## config.mk

```make
export PLATFORM = sky130hd
export DESIGN_NAME = alu_exec_unit_flat
export DESIGN_NICKNAME = d
export VERILOG_FILES = /design/src/rtl/alu_pkg.sv /design/src/rtl/alu_exec_unit_if.sv /design/src/rtl/alu_serial_shifter.sv /design/src/rtl/alu_exec_unit.sv /design/src/flat_wrapper.sv
export SDC_FILE = /design/constraint.sdc
export NUM_CORES = 1
export LEC_CHECK = 0
export ABC_AREA = 1
export BUFFER_PORTS_ARGS = -buffer_cell sky130_fd_sc_hd__buf_2
export CORE_MARGIN = 10
export CORE_UTILIZATION = 67
export CTS_BUF_LIST = sky130_fd_sc_hd__clkbuf_4 sky130_fd_sc_hd__clkbuf_8 sky130_fd_sc_hd__clkbuf_16
export DETAILED_ROUTE_END_ITERATION = 10
export PLACE_DENSITY = 0.91
export SYNTH_ARGS = -nofsm -noshare
export SYNTH_HDL_FRONTEND = slang
export SYNTH_SLANG_ARGS = --single-unit
```

## constraint.sdc

```tcl
create_clock -name clk -period 6.95 [get_ports clk]
set_clock_uncertainty 0.2 [all_clocks]
set_input_delay 0.695 -clock clk [delete_from_list [all_inputs] [get_ports clk]]
set_output_delay 0.695 -clock clk [all_outputs]
set_load 0.05 [all_outputs]
```

## src/rtl/alu_pkg.sv

```systemverilog
// Shared ALU operation codes and execute-unit FSM states.
// Imported by the ALU-control decoder and the execute unit.
package alu_pkg;

  localparam logic [3:0] OP_ADD  = 4'b0000;
  localparam logic [3:0] OP_SUB  = 4'b0001;
  localparam logic [3:0] OP_AND  = 4'b0010;
  localparam logic [3:0] OP_OR   = 4'b0011;
  localparam logic [3:0] OP_XOR  = 4'b0100;
  localparam logic [3:0] OP_SLL  = 4'b0101;
  localparam logic [3:0] OP_SRL  = 4'b0110;
  localparam logic [3:0] OP_SRA  = 4'b0111;
  localparam logic [3:0] OP_SLT  = 4'b1000;
  localparam logic [3:0] OP_SLTU = 4'b1001;

  localparam logic [3:0] OP_ILLEGAL_MIN = 4'b1010;

  typedef enum logic [1:0] {
    IDLE,
    SHIFT,
    DONE
  } state_t;

  function automatic logic is_shift_op(
    input logic [3:0] op
  );
    return (op == OP_SLL) || (op == OP_SRL) ||
           (op == OP_SRA);
  endfunction

endpackage

```

## src/rtl/alu_exec_unit_if.sv

```systemverilog
// Operand/result valid-ready bundle of the execute ALU.
// master = issuing side, slave = the ALU.
interface alu_exec_unit_if #(
  parameter int XLEN = 32
);
  logic            in_valid;
  logic            in_ready;
  logic [3:0]      alu_operation;
  logic [XLEN-1:0] operand_a;
  logic [XLEN-1:0] operand_b;
  logic            out_valid;
  logic            out_ready;
  logic [XLEN-1:0] result;
  logic            zero;
  logic            illegal_op;

  modport master (
    output in_valid,
    output alu_operation,
    output operand_a,
    output operand_b,
    output out_ready,
    input  in_ready,
    input  out_valid,
    input  result,
    input  zero,
    input  illegal_op
  );

  modport slave (
    input  in_valid,
    input  alu_operation,
    input  operand_a,
    input  operand_b,
    input  out_ready,
    output in_ready,
    output out_valid,
    output result,
    output zero,
    output illegal_op
  );
endinterface

```

## src/rtl/alu_serial_shifter.sv

```systemverilog
// One-bit-per-cycle shifter; acc is the accumulator value
// after the step taken on the coming edge.
module alu_serial_shifter #(
  parameter int XLEN    = 32,
  parameter int SHAMT_W = $clog2(XLEN)
) (
  input  logic               clk,
  input  logic               rst,
  input  logic               load,
  input  logic               dir,
  input  logic               arith,
  input  logic [XLEN-1:0]    data,
  input  logic [SHAMT_W-1:0] shamt,
  output logic               busy,
  output logic               done,
  output logic [XLEN-1:0]    acc
);

  logic [XLEN-1:0]    acc_q;
  logic [SHAMT_W-1:0] cnt;
  logic               dir_q;
  logic               arith_q;
  logic [XLEN-1:0]    src;
  logic               s_dir;
  logic               s_arith;

  always_comb begin
    src     = load ? data  : acc_q;
    s_dir   = load ? dir   : dir_q;
    s_arith = load ? arith : arith_q;
    if (s_dir)
      acc = {s_arith & src[XLEN-1], src[XLEN-1:1]};
    else
      acc = {src[XLEN-2:0], 1'b0};
  end

  assign busy = (cnt != '0);
  assign done = load ? (shamt == SHAMT_W'(1))
                     : (cnt == SHAMT_W'(1));

  always_ff @(posedge clk) begin
    if (rst) begin
      acc_q   <= '0;
      cnt     <= '0;
      dir_q   <= 1'b0;
      arith_q <= 1'b0;
    end else if (load) begin
      dir_q   <= dir;
      arith_q <= arith;
      if (shamt != '0) begin
        acc_q <= acc;
        cnt   <= shamt - SHAMT_W'(1);
      end else begin
        acc_q <= data;
        cnt   <= '0;
      end
    end else if (busy) begin
      acc_q <= acc;
      cnt   <= cnt - SHAMT_W'(1);
    end
  end

endmodule

```

## src/rtl/alu_exec_unit.sv

```systemverilog
// Execute-stage ALU: single-cycle ops plus a serial shifter
// behind a valid/ready handshake with registered result.
module alu_exec_unit
  import alu_pkg::*;
#(
  parameter int XLEN = 32
) (
  input logic           clk,
  input logic           rst,
  alu_exec_unit_if.slave bus
);

  localparam int SHAMT_W = $clog2(XLEN);

  state_t             state;
  state_t             state_nx;
  logic               accept;
  logic [SHAMT_W-1:0] shamt;
  logic               sh_load;
  logic               sh_busy;
  logic               sh_done;
  logic [XLEN-1:0]    sh_acc;
  logic [XLEN-1:0]    alu_res;
  logic               illegal;
  logic [XLEN-1:0]    a;
  logic [XLEN-1:0]    b;

  assign a     = bus.operand_a;
  assign b     = bus.operand_b;
  assign shamt = b[SHAMT_W-1:0];

  assign bus.in_ready = !rst && (state != SHIFT) &&
                        (!bus.out_valid || bus.out_ready);
  assign accept  = bus.in_valid && bus.in_ready;
  assign sh_load = accept &&
                   is_shift_op(bus.alu_operation) &&
                   (shamt != '0);
  assign bus.out_valid = (state == DONE);

  alu_serial_shifter #(
    .XLEN    (XLEN),
    .SHAMT_W (SHAMT_W)
  ) u_shifter (
    .clk   (clk),
    .rst   (rst),
    .load  (sh_load),
    .dir   (bus.alu_operation != OP_SLL),
    .arith (bus.alu_operation == OP_SRA),
    .data  (a),
    .shamt (shamt),
    .busy  (sh_busy),
    .done  (sh_done),
    .acc   (sh_acc)
  );

  always_comb begin
    alu_res = '0;
    illegal = 1'b0;
    case (bus.alu_operation)
      OP_ADD:  alu_res = a + b;
      OP_SUB:  alu_res = a - b;
      OP_AND:  alu_res = a & b;
      OP_OR:   alu_res = a | b;
      OP_XOR:  alu_res = a ^ b;
      // Shifts only land here when the amount is zero.
      OP_SLL,
      OP_SRL,
      OP_SRA:  alu_res = a;
      OP_SLT:  alu_res = {{(XLEN-1){1'b0}},
                          $signed(a) < $signed(b)};
      OP_SLTU: alu_res = {{(XLEN-1){1'b0}}, a < b};
      default: illegal = 1'b1;
    endcase
  end

  always_comb begin
    state_nx = state;
    case (state)
      IDLE, DONE: begin
        if (accept)
          state_nx = (sh_load && !sh_done) ? SHIFT : DONE;
        else if (state == DONE && bus.out_ready)
          state_nx = IDLE;
      end
      SHIFT: begin
        if (sh_done)
          state_nx = DONE;
        else if (!sh_busy)
          state_nx = IDLE;
      end
      default: state_nx = IDLE;
    endcase
  end

  always_ff @(posedge clk) begin
    if (rst)
      state <= IDLE;
    else
      state <= state_nx;
  end

  always_ff @(posedge clk) begin
    if (rst) begin
      bus.result     <= '0;
      bus.zero       <= 1'b0;
      bus.illegal_op <= 1'b0;
    end else if (accept && !sh_load) begin
      bus.result     <= alu_res;
      bus.zero       <= (alu_res == '0);
      bus.illegal_op <= illegal;
    end else if (sh_done) begin
      bus.result     <= sh_acc;
      bus.zero       <= (sh_acc == '0);
      bus.illegal_op <= 1'b0;
    end
  end

endmodule

```

## src/flat_wrapper.sv

```systemverilog
// flat-port wrapper written by rule: the top's interface ports become plain ports
module alu_exec_unit_flat import alu_pkg::*;
#(
  parameter int XLEN = 32
)
  (clk, rst, bus_in_valid, bus_alu_operation, bus_operand_a, bus_operand_b, bus_out_ready, bus_in_ready, bus_out_valid, bus_result, bus_zero, bus_illegal_op);
  alu_exec_unit_if #(.XLEN(XLEN)) bus_i ();
  input logic clk;
  input logic rst;
  input wire logic [$bits(bus_i.in_valid)-1:0] bus_in_valid;
  input wire logic [$bits(bus_i.alu_operation)-1:0] bus_alu_operation;
  input wire logic [$bits(bus_i.operand_a)-1:0] bus_operand_a;
  input wire logic [$bits(bus_i.operand_b)-1:0] bus_operand_b;
  input wire logic [$bits(bus_i.out_ready)-1:0] bus_out_ready;
  output wire logic [$bits(bus_i.in_ready)-1:0] bus_in_ready;
  output wire logic [$bits(bus_i.out_valid)-1:0] bus_out_valid;
  output wire logic [$bits(bus_i.result)-1:0] bus_result;
  output wire logic [$bits(bus_i.zero)-1:0] bus_zero;
  output wire logic [$bits(bus_i.illegal_op)-1:0] bus_illegal_op;
  assign bus_i.in_valid = bus_in_valid;
  assign bus_i.alu_operation = bus_alu_operation;
  assign bus_i.operand_a = bus_operand_a;
  assign bus_i.operand_b = bus_operand_b;
  assign bus_i.out_ready = bus_out_ready;
  assign bus_in_ready = bus_i.in_ready;
  assign bus_out_valid = bus_i.out_valid;
  assign bus_result = bus_i.result;
  assign bus_zero = bus_i.zero;
  assign bus_illegal_op = bus_i.illegal_op;
  alu_exec_unit #(.XLEN(XLEN)) u_core (.clk(clk), .rst(rst), .bus(bus_i));
endmodule
```

==> run_results.csv <==
group,metric,value,unit
power_and_ir_drop,internal_power,1.26,mW
worst_hold_path,min-delay-start,"u_core.bus.illegal_op$_SDFFE_PP0P_",
drt,route.detailed.drc,0,
cts,h-tree-depth,3,
yosys,share_of_the_synthesized_area_in_the_top_cell_type,0.219,
power_and_ir_drop,comb_power_share,0.591,
power_and_ir_drop,total_switching_power,1.38,mW
sta,final_hold_viol_count,0,
cts,tritoncts.num_buffers,9,
drt,firstDrtPassIters,6,
yosys,synth-seq-cells,75,
drt,detailroute.via_count,13912,
yosys,postSynthAreaPerCell,5.45,um^2
cts,clock_slew_seen_by_the_registers_of_the_worst_setup_and_hold_paths,60,ps
floorplanning,floorplan.initialDensity,0.689,
floorplanning,top_level_ports,108,
power_and_ir_drop,clkPwrFrac,0.168,
cts,root_buffer,"sky130_fd_sc_hd__clkbuf_16",
setup_path,worst-path-max-fanout,45,
drt,ant_nets,0,
setup_path,worst-setup-path-type,"input pin to flip-flop",
sta,rsz0062_at_grt,"no",
yosys,yosys_most_used_dff,"sky130_fd_sc_hd__dfxtp_1",
setup_path,critPathArrivalTime,4750,ps
finish,fin_util,0.738,
place,finalWeightedCongestion,1.09,
sta,fin_setup_tns,0,ps
worst_hold_path,min-delay-path-class,"flip-flop to flip-flop",
cts,cts_hold_repair.buffers,0,
drt,detailed_route_wire_length_per_cell,18.5,um
setup_path,timing.critical_path.from_type,"input pin",
drt,wl,42600,um
finish,drive_gt1_frac,0.0742,
sta,time_the_worst_path_needs_with_i_o_delays_and_setup,4670,ps
global_routing,initial_antenna_violation_count,0,
floorplanning,overall_die_width,149,um
yosys,postSynthCellCount,2031,
sta,setup_viol,0,
setup_path,ff2ff_path_depth,19,
power_and_ir_drop,power_density,222,nW/um^2
finish,area_growth,7.16,%
place,detailed_place_hpwl,33700,um
sta,maximum_operating_frequency,214,MHz
global_routing,total_routing_usage_reported_by_global_routing,0.369,
floorplanning,core_area,16100,um^2
yosys,synth-warning-count,0,
global_routing,grt-ovfl-total,0,
yosys,synth-edff-count,0,
global_routing,grt_first_pass_wirelength,66100,um
power_and_ir_drop,leakage_component_of_the_power,7.05,nW
floorplanning,rows,46,
cts,clock_sink_count,75,
setup_path,reg2reg_launch_point,"u_core.state[0]$_SDFFE_PP0P_",
power_and_ir_drop,power.ir.vdd_worst,0.329,mV
global_routing,grt_start_max_net_pins,48,
yosys,mappedNetlistNets,2222,
yosys,part_of_the_yosys_area_used_for_sequential_elements,0.136,
floorplanning,die_height,149,um
yosys,async_flop_share,0,
flow_run,max_cap_violations,0,
sta,tightest_slew,1120,ps
setup_path,data_required_time_at_the_worst_endpoint,7030,ps
cts,clock_tree.buffer_depth,2,
finish,layout.nets,2275,
power_and_ir_drop,power.share.sequential,0.240,
cts,insertion_delay,350,ps
drt,drtIter0Drc,2013,
finish,n_antenna_cell,0,
cts,cts_tree,"done",
worst_hold_path,worst_hold_path.endpoint,"u_core.bus.illegal_op$_SDFFE_PP0P_",
yosys,post_synth_instance_area,11100,um^2
status,run_status,"finished, final reports clean",
floorplanning,die_area,22100,um^2
cts,post_cts_resized,0,
yosys,synth_cell_type_count,47,
yosys,synth_top_cell_by_area,"sky130_fd_sc_hd__nand2_1",
yosys,synth_area_leaders,"sky130_fd_sc_hd__nand2_1 (22%), sky130_fd_sc_hd__dfxtp_1 (14%), sky130_fd_sc_hd__ha_1 (13%)",
place,place.port_buffers,107,
power_and_ir_drop,switching_share_of_power,0.523,
sta,relSlewSlack,0.249,
sta,timing.final.max_slew_violations,0,
cts,cts_post_setup_buffers_inserted,0,
global_routing,grt_pass1_vias,12920,
setup_path,timing.rr.end,"u_core.bus.zero$_SDFFE_PP0P_",
sta,period_share,0.671,
setup_path,worst_setup_path_end_kind,"flip-flop",
worst_hold_path,min_delay_path_depth,2,
setup_path,setup_slack_of_the_most_critical_reg_to_reg_path,2870,ps
drt,avgViaCountPerCell,6.04,
worst max-delay path by stage:
stage | to | depth (start not counted) | from
4_1_cts | u_core.bus.zero$_SDFFE_PP0P_ | 19 | bus_alu_operation[1]
3_5_place_dp | u_core.bus.zero$_SDFFE_PP0P_ | 19 | bus_alu_operation[1]
3_3_place_gp | u_core.bus.zero$_SDFFE_PP0P_ | 19 | bus_alu_operation[1]
2_1_floorplan | u_core.bus.result[15]$_SDFFE_PP0P_ | 13 | rst
6_report | u_core.bus.zero$_SDFFE_PP0P_ | 19 | bus_alu_operation[1]
5_1_grt | u_core.bus.zero$_SDFFE_PP0P_ | 19 | bus_alu_operation[1]
synth_stat cells (2+ instances only):
cell type / number
sky130_fd_sc_hd__dfxtp_1: 75
sky130_fd_sc_hd__nand2_4: 2
sky130_fd_sc_hd__a22oi_1: 16
sky130_fd_sc_hd__o211ai_1: 12
sky130_fd_sc_hd__and3_1: 2
sky130_fd_sc_hd__a221oi_1: 2
sky130_fd_sc_hd__nor4_1: 2
sky130_fd_sc_hd__nand2_2: 3
sky130_fd_sc_hd__nand2_1: 645
sky130_fd_sc_hd__buf_1: 3
sky130_fd_sc_hd__inv_1: 364
sky130_fd_sc_hd__or3_1: 2
sky130_fd_sc_hd__clkbuf_1: 46
sky130_fd_sc_hd__inv_2: 5
sky130_fd_sc_hd__nor3_1: 16
sky130_fd_sc_hd__nand3b_1: 3
sky130_fd_sc_hd__nor2_1: 206
sky130_fd_sc_hd__buf_2: 16
sky130_fd_sc_hd__nor2_4: 2
sky130_fd_sc_hd__nor2_2: 3
sky130_fd_sc_hd__fa_1: 2
sky130_fd_sc_hd__nand3_1: 158
sky130_fd_sc_hd__or2_2: 2
sky130_fd_sc_hd__ha_1: 117
sky130_fd_sc_hd__o21ai_1: 20
sky130_fd_sc_hd__nand4_1: 17
sky130_fd_sc_hd__a211oi_1: 22
sky130_fd_sc_hd__buf_4: 2
sky130_fd_sc_hd__o21bai_1: 26
sky130_fd_sc_hd__buf_6: 8
sky130_fd_sc_hd__a31oi_1: 7
sky130_fd_sc_hd__a21oi_1: 97
sky130_fd_sc_hd__o22ai_1: 28
sky130_fd_sc_hd__o221ai_1: 3
sky130_fd_sc_hd__o21ai_0: 82
sky130_fd_sc_hd__xor2_1: 4
per-layer routing:
layer / wire length, um / track usage / part of all wire / vias up
met5: 0 / 0 / 0 / -
met2: 18200 / 0.579 / 0.43 / 1088
li1: - / - / - / 6490
met1: 15800 / 0.446 / 0.37 / 6100
met3: 5420 / 0.0789 / 0.13 / 234
met4: 3260 / 0.242 / 0.076 / 0
registers in the layout (all words and copies together), names as in the netlist:
signal                    count
u_core.state                  2
u_core.bus.illegal_op         1
u_core.bus.result            32
u_core.u_shifter.acc_q       32
u_core.u_shifter.arith_q      1
u_core.u_shifter.cnt          5
u_core.u_shifter.dir_q        1
u_core.bus.zero               1
logic make-up after synthesis:
group           share of synthesized area
xor+xnor                          0.00396
buf+inv                             0.159
simple gates                        0.394
fa+ha+maj                           0.136
flops                               0.136
compound gates                      0.171
power groups by stage:
stage	combinational (mW)	clock (mW)	sequential, mW
detailed placement	1.48	0	0.633
finish	1.56	0.444	0.634
floorplan	0.998	0	0.719
global placement	1.43	0	0.632
CTS	1.50	0.438	0.628
global route	1.70	0.457	0.643
cells in the final DEF, fill, tap and decap left out, types with 3 or more instances in the layout:
cell / n
sky130_fd_sc_hd__clkbuf_16: 9
sky130_fd_sc_hd__nor3_1: 16
sky130_fd_sc_hd__o21ai_1: 20
sky130_fd_sc_hd__nand2_1: 645
sky130_fd_sc_hd__o22ai_1: 28
sky130_fd_sc_hd__o21ai_0: 82
sky130_fd_sc_hd__nor2_2: 3
sky130_fd_sc_hd__dfxtp_1: 75
sky130_fd_sc_hd__o221ai_1: 3
sky130_fd_sc_hd__nor2_1: 206
sky130_fd_sc_hd__xor2_1: 4
sky130_fd_sc_hd__buf_4: 10
sky130_fd_sc_hd__clkinv_2: 3
sky130_fd_sc_hd__nand4_1: 17
sky130_fd_sc_hd__buf_2: 107
sky130_fd_sc_hd__nand3_1: 158
sky130_fd_sc_hd__inv_1: 364
sky130_fd_sc_hd__clkinvlp_4: 3
sky130_fd_sc_hd__a31oi_1: 7
sky130_fd_sc_hd__ha_1: 117
sky130_fd_sc_hd__a211oi_1: 22
sky130_fd_sc_hd__nand2_2: 3
sky130_fd_sc_hd__a21oi_1: 97
sky130_fd_sc_hd__o211ai_1: 12
sky130_fd_sc_hd__a22oi_1: 16
sky130_fd_sc_hd__o21bai_1: 26
sky130_fd_sc_hd__nand3b_1: 3
sky130_fd_sc_hd__inv_2: 5
layout make-up:
class | count | area [um^2]
clock buffers | 10 | 239
multi-input cells | 1510 | 7800
flip-flops and latches | 75 | 1500
inverters | 371 | 1390
well taps | 216 | 270
fillers | 1461 | 4200
clock inverters | 6 | 41.3
repair buffers | 117 | 611
critical path, cell delays in order:
cell,delay [ps]
sky130_fd_sc_hd__buf_2,130
sky130_fd_sc_hd__inv_1,70
sky130_fd_sc_hd__nand2_1,110
sky130_fd_sc_hd__nand2_4,390
sky130_fd_sc_hd__clkinv_2,400
sky130_fd_sc_hd__nand4_4,400
sky130_fd_sc_hd__buf_4,460
sky130_fd_sc_hd__nand2_2,130
sky130_fd_sc_hd__nand2_2,510
sky130_fd_sc_hd__inv_2,420
sky130_fd_sc_hd__nand2_1,150
sky130_fd_sc_hd__nand2_1,100
sky130_fd_sc_hd__nor2_1,110
sky130_fd_sc_hd__nand3_1,120
sky130_fd_sc_hd__nor2_1,180
sky130_fd_sc_hd__nand3_1,90
sky130_fd_sc_hd__nand2_1,70
sky130_fd_sc_hd__inv_1,60
sky130_fd_sc_hd__a21oi_2,110
stage by stage:
step	hold WS [ps]	cell area [um^2]	setup WS, ps	std cells	power, mW
final	263	11900	2280	2305	2.64
after global routing	296	11900	2040	2305	2.80
after CTS	262	11900	2510	2305	2.56
after detailed placement	255	11600	2210	2289	2.11
after global placement	250	11600	2340	2289	2.07
after floorplan	245	11100	3770	2031	1.72
Power figures use the tool's default switching activity.
